File: config.mk
export PLATFORM = sky130hd
export DESIGN_NAME = id_stage_pipe_flat
export DESIGN_NICKNAME = d
export VERILOG_FILES = /design/src/rtl/id_stage_pipe_if.sv /design/src/rtl/id_stage_pipe.sv /design/src/flat_wrapper.sv
export SDC_FILE = /design/constraint.sdc
export NUM_CORES = 2
export LEC_CHECK = 0
export BUFFER_PORTS_ARGS = -buffer_cell sky130_fd_sc_hd__buf_2
export CORE_MARGIN = 2
export CORE_UTILIZATION = 40
export DETAILED_ROUTE_END_ITERATION = 12
export HOLD_SLACK_MARGIN = 0.03
export SLEW_MARGIN = 15
export SYNTH_ARGS = -nofsm -noshare
export SYNTH_HDL_FRONTEND = slang
export SYNTH_SLANG_ARGS = --single-unit
File: constraint.sdc
create_clock -name clk -period 3.5 [get_ports clk]
set_clock_uncertainty 0.2 [all_clocks]
set_input_delay 0.35 -clock clk [delete_from_list [all_inputs] [get_ports clk]]
set_output_delay 0.35 -clock clk [all_outputs]
set_load 0.05 [all_outputs]
File: src/rtl/id_stage_pipe_if.sv
// id_stage_pipe_if: ID/EX pipeline bundle driven by decode, with EX-side ready and redirect flush.
interface id_stage_pipe_if #(
   parameter int unsigned DATA_WIDTH = 32,
   parameter int unsigned AW         = 5
);
   logic                  ex_valid;
   logic                  ex_ready;
   logic                  flush;
   logic [DATA_WIDTH-1:0] ex_pc;
   logic [DATA_WIDTH-1:0] ex_rs1_data;
   logic [DATA_WIDTH-1:0] ex_rs2_data;
   logic [AW-1:0]         ex_rs1_addr;
   logic [AW-1:0]         ex_rs2_addr;
   logic [AW-1:0]         ex_rd_addr;
   logic [DATA_WIDTH-1:0] ex_imm;
   logic [2:0]            ex_funct3;
   logic [6:0]            ex_funct7;
   logic [6:0]            ex_opcode;
   logic                  ex_reg_write;
   logic                  ex_dm_read;
   logic                  ex_dm_write;
   logic                  ex_branch;
   logic                  ex_illegal;

   modport master (
      output ex_valid, ex_pc, ex_rs1_data, ex_rs2_data, ex_rs1_addr, ex_rs2_addr,
             ex_rd_addr, ex_imm, ex_funct3, ex_funct7, ex_opcode, ex_reg_write,
             ex_dm_read, ex_dm_write, ex_branch, ex_illegal,
      input  ex_ready, flush
   );

   modport slave (
      input  ex_valid, ex_pc, ex_rs1_data, ex_rs2_data, ex_rs1_addr, ex_rs2_addr,
             ex_rd_addr, ex_imm, ex_funct3, ex_funct7, ex_opcode, ex_reg_write,
             ex_dm_read, ex_dm_write, ex_branch, ex_illegal,
      output ex_ready, flush
   );
endinterface

File: src/rtl/id_stage_pipe.sv
// id_stage_pipe: RV32I decode with register file, load-use bubble insertion and ID/EX register.
// Optional macro ID_WB_BYPASS_EN: operands read through a same-cycle writeback (write-through regfile).
module id_stage_pipe #(
   parameter  int unsigned DATA_WIDTH  = 32,
   parameter  int unsigned REG_NUM     = 32,
   parameter  int unsigned STALL_CNT_W = 16,
   localparam int unsigned AW          = $clog2(REG_NUM)
) (
   input  logic                   clk,
   input  logic                   rst,
   input  logic                   if_valid,
   input  logic [31:0]            if_instr,
   input  logic [DATA_WIDTH-1:0]  if_pc,
   output logic                   id_ready,
   input  logic                   wb_we,
   input  logic [AW-1:0]          wb_rd,
   input  logic [DATA_WIDTH-1:0]  wb_data,
   output logic [STALL_CNT_W-1:0] stall_cnt,
   id_stage_pipe_if.master        ex
);
   localparam logic [6:0] OP_LUI    = 7'b0110111;
   localparam logic [6:0] OP_AUIPC  = 7'b0010111;
   localparam logic [6:0] OP_JAL    = 7'b1101111;
   localparam logic [6:0] OP_JALR   = 7'b1100111;
   localparam logic [6:0] OP_BRANCH = 7'b1100011;
   localparam logic [6:0] OP_LOAD   = 7'b0000011;
   localparam logic [6:0] OP_STORE  = 7'b0100011;
   localparam logic [6:0] OP_OPIMM  = 7'b0010011;
   localparam logic [6:0] OP_OP     = 7'b0110011;
   localparam logic [6:0] OP_FENCE  = 7'b0001111;
   localparam logic [6:0] OP_SYSTEM = 7'b1110011;

   logic [DATA_WIDTH-1:0] regs [REG_NUM];

   logic [6:0]            opcode;
   logic [2:0]            funct3;
   logic [6:0]            funct7;
   logic [AW-1:0]         rs1_addr;
   logic [AW-1:0]         rs2_addr;
   logic [AW-1:0]         rd_addr;
   logic [31:0]           imm_i, imm_s, imm_b, imm_u, imm_j;
   logic signed [31:0]    imm32;
   logic [DATA_WIDTH-1:0] imm;
   logic                  uses_rs1, uses_rs2;
   logic                  reg_write, dm_read, dm_write, branch, illegal;
   logic [DATA_WIDTH-1:0] rf_rs1, rf_rs2;
   logic [DATA_WIDTH-1:0] rs1_data, rs2_data;
   logic                  load_use;

   assign opcode   = if_instr[6:0];
   assign funct3   = if_instr[14:12];
   assign funct7   = if_instr[31:25];
   assign rs1_addr = AW'(if_instr[19:15]);
   assign rs2_addr = AW'(if_instr[24:20]);
   assign rd_addr  = AW'(if_instr[11:7]);

   assign imm_i = {{20{if_instr[31]}}, if_instr[31:20]};
   assign imm_s = {{20{if_instr[31]}}, if_instr[31:25], if_instr[11:7]};
   assign imm_b = {{19{if_instr[31]}}, if_instr[31], if_instr[7], if_instr[30:25],
                   if_instr[11:8], 1'b0};
   assign imm_u = {if_instr[31:12], 12'b0};
   assign imm_j = {{11{if_instr[31]}}, if_instr[31], if_instr[19:12], if_instr[20],
                   if_instr[30:21], 1'b0};
   assign imm   = DATA_WIDTH'(imm32);

   // Opcode decode; writes to x0 are flagged as register writes and dropped downstream.
   always_comb begin : decode
      uses_rs1  = 1'b1;
      uses_rs2  = 1'b0;
      reg_write = (if_instr[11:7] == 5'd0);
      dm_read   = 1'b0;
      dm_write  = 1'b0;
      branch    = 1'b0;
      illegal   = 1'b0;
      imm32     = imm_i;
      case (opcode)
         OP_LUI, OP_AUIPC: begin
            uses_rs1  = 1'b0;
            reg_write = 1'b1;
            imm32     = imm_u;
         end
         OP_JAL: begin
            uses_rs1  = 1'b0;
            reg_write = 1'b1;
            imm32     = imm_j;
         end
         OP_JALR, OP_OPIMM: reg_write = 1'b1;
         OP_BRANCH: begin
            uses_rs2 = 1'b1;
            branch   = 1'b1;
            imm32    = imm_b;
         end
         OP_LOAD: begin
            reg_write = 1'b1;
            dm_read   = 1'b1;
         end
         OP_STORE: begin
            uses_rs2 = 1'b1;
            dm_write = 1'b1;
            imm32    = imm_s;
         end
         OP_OP: begin
            uses_rs2  = 1'b1;
            reg_write = 1'b1;
         end
         OP_FENCE, OP_SYSTEM: begin
         end
         default: illegal = 1'b1;
      endcase
   end

   // Register file write port; entry 0 is never written.
   always_ff @(posedge clk or negedge rst) begin : rf_write
      if (!rst) begin
         for (int unsigned i = 0; i < REG_NUM; i++) begin
            regs[AW'(i)] <= '0;
         end
      end else if (wb_we && (wb_rd != '0)) begin
         regs[wb_rd] <= wb_data;
      end
   end

   assign rf_rs1 = (rs1_addr == '0) ? '0 : regs[rs1_addr];
   assign rf_rs2 = (rs2_addr == '0) ? '0 : regs[rs2_addr];

`ifdef ID_WB_BYPASS_EN
   assign rs1_data = (wb_we && (wb_rd != '0) && (wb_rd == rs1_addr)) ? wb_data : rf_rs1;
   assign rs2_data = (wb_we && (wb_rd != '0) && (wb_rd == rs2_addr)) ? wb_data : rf_rs2;
`else
   assign rs1_data = rf_rs1;
   assign rs2_data = rf_rs2;
`endif

   assign load_use = ex.ex_valid && ex.ex_dm_read && (ex.ex_rd_addr != '0) && if_valid &&
                     ((uses_rs1 && (rs1_addr == ex.ex_rd_addr)) ||
                      (uses_rs2 && (rs2_addr == ex.ex_rd_addr)));

   assign id_ready = ex.flush || (ex.ex_ready && !load_use);

   // ID/EX register: flush > bubble > capture > hold.
   always_ff @(posedge clk or negedge rst) begin : id_ex_reg
      if (!rst) begin
         ex.ex_valid     <= 1'b0;
         ex.ex_pc        <= '0;
         ex.ex_rs1_data  <= '0;
         ex.ex_rs2_data  <= '0;
         ex.ex_rs1_addr  <= '0;
         ex.ex_rs2_addr  <= '0;
         ex.ex_rd_addr   <= '0;
         ex.ex_imm       <= '0;
         ex.ex_funct3    <= '0;
         ex.ex_funct7    <= '0;
         ex.ex_opcode    <= '0;
         ex.ex_reg_write <= 1'b0;
         ex.ex_dm_read   <= 1'b0;
         ex.ex_dm_write  <= 1'b0;
         ex.ex_branch    <= 1'b0;
         ex.ex_illegal   <= 1'b0;
         stall_cnt       <= '0;
      end else if (ex.flush || (ex.ex_ready && load_use)) begin
         ex.ex_valid     <= 1'b0;
         ex.ex_reg_write <= 1'b0;
         ex.ex_dm_read   <= 1'b0;
         ex.ex_dm_write  <= 1'b0;
         ex.ex_branch    <= 1'b0;
         ex.ex_illegal   <= 1'b0;
         if (!ex.flush && (stall_cnt != {STALL_CNT_W{1'b1}})) begin
            stall_cnt <= stall_cnt + STALL_CNT_W'(1);
         end
      end else if (ex.ex_ready) begin
         ex.ex_valid     <= if_valid;
         ex.ex_pc        <= if_pc;
         ex.ex_rs1_data  <= rs1_data;
         ex.ex_rs2_data  <= rs2_data;
         ex.ex_rs1_addr  <= rs1_addr;
         ex.ex_rs2_addr  <= rs2_addr;
         ex.ex_rd_addr   <= rd_addr;
         ex.ex_imm       <= imm;
         ex.ex_funct3    <= funct3;
         ex.ex_funct7    <= funct7;
         ex.ex_opcode    <= opcode;
         ex.ex_reg_write <= if_valid && reg_write;
         ex.ex_dm_read   <= if_valid && dm_read;
         ex.ex_dm_write  <= if_valid && dm_write;
         ex.ex_branch    <= if_valid && branch;
         ex.ex_illegal   <= if_valid && illegal;
      end
   end
endmodule

File: src/flat_wrapper.sv
// flat-port wrapper written by rule: the top's interface ports become plain ports
module id_stage_pipe_flat 
#(
   parameter  int unsigned DATA_WIDTH  = 32,
   parameter  int unsigned REG_NUM     = 32,
   parameter  int unsigned STALL_CNT_W = 16,
   localparam int unsigned AW          = $clog2(REG_NUM)
)
  (clk, rst, if_valid, if_instr, if_pc, id_ready, wb_we, wb_rd, wb_data, stall_cnt, ex_ex_valid, ex_ex_pc, ex_ex_rs1_data, ex_ex_rs2_data, ex_ex_rs1_addr, ex_ex_rs2_addr, ex_ex_rd_addr, ex_ex_imm, ex_ex_funct3, ex_ex_funct7, ex_ex_opcode, ex_ex_reg_write, ex_ex_dm_read, ex_ex_dm_write, ex_ex_branch, ex_ex_illegal, ex_ex_ready, ex_flush);
  id_stage_pipe_if #(.DATA_WIDTH(DATA_WIDTH), .AW(5)) ex_i ();
  input  logic clk;
  input  logic rst;
  input  logic if_valid;
  input  logic [31:0] if_instr;
  input  logic [DATA_WIDTH-1:0] if_pc;
  output logic id_ready;
  input  logic wb_we;
  input  logic [AW-1:0] wb_rd;
  input  logic [DATA_WIDTH-1:0] wb_data;
  output logic [STALL_CNT_W-1:0] stall_cnt;
  output wire logic [$bits(ex_i.ex_valid)-1:0] ex_ex_valid;
  output wire logic [$bits(ex_i.ex_pc)-1:0] ex_ex_pc;
  output wire logic [$bits(ex_i.ex_rs1_data)-1:0] ex_ex_rs1_data;
  output wire logic [$bits(ex_i.ex_rs2_data)-1:0] ex_ex_rs2_data;
  output wire logic [$bits(ex_i.ex_rs1_addr)-1:0] ex_ex_rs1_addr;
  output wire logic [$bits(ex_i.ex_rs2_addr)-1:0] ex_ex_rs2_addr;
  output wire logic [$bits(ex_i.ex_rd_addr)-1:0] ex_ex_rd_addr;
  output wire logic [$bits(ex_i.ex_imm)-1:0] ex_ex_imm;
  output wire logic [$bits(ex_i.ex_funct3)-1:0] ex_ex_funct3;
  output wire logic [$bits(ex_i.ex_funct7)-1:0] ex_ex_funct7;
  output wire logic [$bits(ex_i.ex_opcode)-1:0] ex_ex_opcode;
  output wire logic [$bits(ex_i.ex_reg_write)-1:0] ex_ex_reg_write;
  output wire logic [$bits(ex_i.ex_dm_read)-1:0] ex_ex_dm_read;
  output wire logic [$bits(ex_i.ex_dm_write)-1:0] ex_ex_dm_write;
  output wire logic [$bits(ex_i.ex_branch)-1:0] ex_ex_branch;
  output wire logic [$bits(ex_i.ex_illegal)-1:0] ex_ex_illegal;
  input wire logic [$bits(ex_i.ex_ready)-1:0] ex_ex_ready;
  input wire logic [$bits(ex_i.flush)-1:0] ex_flush;
  assign ex_ex_valid = ex_i.ex_valid;
  assign ex_ex_pc = ex_i.ex_pc;
  assign ex_ex_rs1_data = ex_i.ex_rs1_data;
  assign ex_ex_rs2_data = ex_i.ex_rs2_data;
  assign ex_ex_rs1_addr = ex_i.ex_rs1_addr;
  assign ex_ex_rs2_addr = ex_i.ex_rs2_addr;
  assign ex_ex_rd_addr = ex_i.ex_rd_addr;
  assign ex_ex_imm = ex_i.ex_imm;
  assign ex_ex_funct3 = ex_i.ex_funct3;
  assign ex_ex_funct7 = ex_i.ex_funct7;
  assign ex_ex_opcode = ex_i.ex_opcode;
  assign ex_ex_reg_write = ex_i.ex_reg_write;
  assign ex_ex_dm_read = ex_i.ex_dm_read;
  assign ex_ex_dm_write = ex_i.ex_dm_write;
  assign ex_ex_branch = ex_i.ex_branch;
  assign ex_ex_illegal = ex_i.ex_illegal;
  assign ex_i.ex_ready = ex_ex_ready;
  assign ex_i.flush = ex_flush;
  id_stage_pipe #(.DATA_WIDTH(DATA_WIDTH), .REG_NUM(REG_NUM), .STALL_CNT_W(STALL_CNT_W)) u_core (.clk(clk), .rst(rst), .if_valid(if_valid), .if_instr(if_instr), .if_pc(if_pc), .id_ready(id_ready), .wb_we(wb_we), .wb_rd(wb_rd), .wb_data(wb_data), .stall_cnt(stall_cnt), .ex(ex_i));
endmodule
==> impl_metrics.json <==
{
  "rr_startpoint": "u_core.ex.ex_rd_addr[0]",
  "synth_cell_types": 63,
  "worstSetupPathType": "register to output port",
  "power_density_nw_per_um2": 582,
  "avgSynthCellArea_um2": 13.3,
  "slowest_delay_ns": 0.57,
  "clkSlewWorstSetupHoldPaths_ns": 0.06,
  "crit_path_top_delay_cell": "or4_1",
  "drv_cap": 0,
  "syn_area_um2": 61200,
  "fin_nets": 4926,
  "postCtsSetupBuffers": 0,
  "fillers": 13572,
  "vdd_drop_max_uv": 442,
  "die_w_um": 395,
  "yosys_most_used_dff": "dfrtp_1",
  "wirelength_mm": 209,
  "most-common-layout-cells": "1,205 x dfrtp_1, 1,057 x mux2_2, 511 x mux2i_1",
  "relSlewSlack": 0.280,
  "crit_path_start_kind": "register",
  "dr.pass1.iters": 5,
  "drtAntennaViolNets": 0,
  "stdcell_area_um2": 71300,
  "muxShareOfSynthArea": 0.366,
  "synthAdderAreaFrac": 0.000204,
  "critical_path_buf_inv_count": 1,
  "maxSlewViolCount": 0,
  "syn_inst": 4603,
  "arrival_ns": 2.70,
  "grt_pass1_vias": 42722,
  "yosys.area_share.simple": 0.0295,
  "drc": 0,
  "areaGrowthSynthToFinish_pct": 16.4,
  "rsz0062_at_grt": "no",
  "wl_per_cell_um": 30.0,
  "post-route-min-period_ns": 3.25,
  "dpl_cell_area_um2": 65600,
  "synth_top_family_by_area": "multiplexers",
  "fin_tns_setup_ns": 0,
  "p_total_mw": 41.5,
  "fin_ws_ns": 0.251,
  "worstPathMaxFanout": 5,
  "synthXorXnorAreaFrac": 0.00358,
  "ys_ff_latch": 1205,
  "core.rowCount": 143,
  "antenna_found_initial": 7,
  "hp-class": "input port to async pin",
  "gp_congestion": 0.808,
  "startpoint": "u_core.ex.ex_rd_addr[0]",
  "grt-ovfl-total": 0,
  "pin_count": 290,
  "root_buffer": "clkbuf_16",
  "cts_buffer_depth": 3,
  "numCtsBuffers": 136,
  "finalHoldViolCount": 0,
  "crit_path_cell_trace": "or4_1 > o21ai_0 > or4_4 > and2_1 > a21o_1 > buf_2",
  "worst_skew_pair.late_latency_ns": 0.78,
  "die_height_um": 395,
  "ys_seq_area_frac": 0.492,
  "worst_pin_slew_ns": 1.08,
  "reg2reg_slack_ns": 0.47,
  "ys_warn_count": 0,
  "timing.fmax_ghz": 0.308,
  "critPathTopFamily": "simple AND/OR/NAND/NOR gates",
  "end_kind": "output port",
  "gr-usage-all-layers": 0.263,
  "setup_viol": 0,
  "p_leak_nw": 32.3,
  "viasPerCell": 6.14,
  "fin_crit_sh": 0.928,
  "drive_gt1_frac": 0.415,
  "coreArea_um2": 152000,
  "async_flop_share": 1.00,
  "grt_max_degree": 132,
  "dpl.hpwl_mm": 119,
  "portBuffers": 289,
  "status": "finished clean",
  "layout_commonest_cell": "dfrtp_1",
  "synth_fp_nets": 4711,
  "start_util": 0.403,
  "numClockSinks": 1205,
  "die-area_um2": 156000,
  "vias": 42695,
  "htree_levels": 4,
  "drtIter0Drc": 4593,
  "place_worst_setup_slack_ns": 0.453,
  "synth_compound_area_frac": 0.0760,
  "cts_tree": "built",
  "synth_edf_count": 0,
  "cp.required_ns": 2.95,
  "final_util": 0.469,
  "grt_pass1_wl_mm": 303
}
==> stage by stage <==
step | std cells | hold WS [ns]
after floorplan | 4603 | -0.146
after global placement | 6607 | 0.0876
after detailed placement | 6607 | 0.0881
after CTS | 6952 | 0.0869
after global routing | 6953 | 0.120
final | 6954 | 0.112
==> sequential cells by signal (all words and copies together) (netlist names), 3 cells and up <==
name and flops:
u_core.regs 1024, u_core.ex.ex_pc 32, u_core.ex.ex_rs1_data 32, u_core.ex.ex_rs2_data 32
u_core.ex.ex_imm 31, u_core.stall_cnt 16, u_core.ex.ex_funct7 7, u_core.ex.ex_opcode 7
u_core.ex.ex_rd_addr 5, u_core.ex.ex_rs1_addr 5, u_core.ex.ex_rs2_addr 5, u_core.ex.ex_funct3 3
==> what timing repair did <==
action,4_1_cts,5_1_grt
endpoints found under the hold margin,1807,0
endpoints found under the setup margin,0,0
gates resized for setup,0,0
hold buffers,103,0
==> kinds of logic after synthesis <==
group                    after synthesis
AND/OR/NAND/NOR                      352
buffers and inverters                484
multiplexers                        1829
flip-flops                          1205
XOR/XNOR                              25
AO/OA/AOI/OAI                        707
adder cells (fa/ha/maj)                1
==> area by class of cell <==
type	count	area, µm²	share of cell area
Sequential cell	1205	30200	0.423
Multi-Input combinational cell	2914	29300	0.412
Timing Repair Buffer	557	4570	0.0641
Clock buffer	206	4140	0.0582
Tap cell	2030	2540	0.0356
Clock inverter	36	497	0.00697
Inverter	4	15.0	0.000211
Antenna cell	2	5.00	0.0000702
==> worst min-delay path: stages <==
cell           delay, ns
dlygate4sd3_1       0.58
buf_12              0.24
buf_16              0.26
==> report_power, final <==
part,internal [mW],switching (mW),total (mW)
Clock,8.91,6.00,14.9
Sequential,16.5,1.89,18.3
Combinational,4.10,4.14,8.23
Total,29.5,12.0,41.5
==> layer usage <==
| layer | vias to the layer above | routed length [µm] | track usage |
|---|---|---|---|
| li1 | 17748 | - | - |
| met1 | 22875 | 92400 | 0.377 |
| met2 | 1758 | 95800 | 0.408 |
| met3 | 308 | 15300 | 0.0491 |
| met4 | 6 | 5120 | 0.0707 |
| met5 | - | 23 | 0 |
==> worst paths after layout <==
kind	end	depth (start not counted)
min in group clk	u_core.ex.ex_pc[31]	3
max reg2reg	u_core.ex.ex_rs1_data[1]	7
max	id_ready	6
min reg2reg	u_core.regs[1023]	0
max in group asynchronous	u_core.regs[551]	4
min	u_core.ex.ex_funct7[5]	3
==> Yosys cell counts, types with 35 or more instances <==
cell type / n / area share
a21oi_1: 147 / 0.012
mux2_2: 1057 / 0.19
a22oi_1: 193 / 0.024
nor2b_1: 35 / 0.0036
buf_2: 89 / 0.0073
a211oi_1: 62 / 0.0076
nand4_1: 38 / 0.0039
o22ai_1: 94 / 0.0096
dfrtp_1: 1205 / 0.49
mux4_2: 196 / 0.072
mux2_4: 61 / 0.015
buf_1: 65 / 0.0040
nand2_1: 135 / 0.0083
nand3_1: 47 / 0.0038
o21ai_0: 90 / 0.0074
clkbuf_1: 317 / 0.019
mux2i_1: 511 / 0.084
Power figures use the tool's default switching activity.
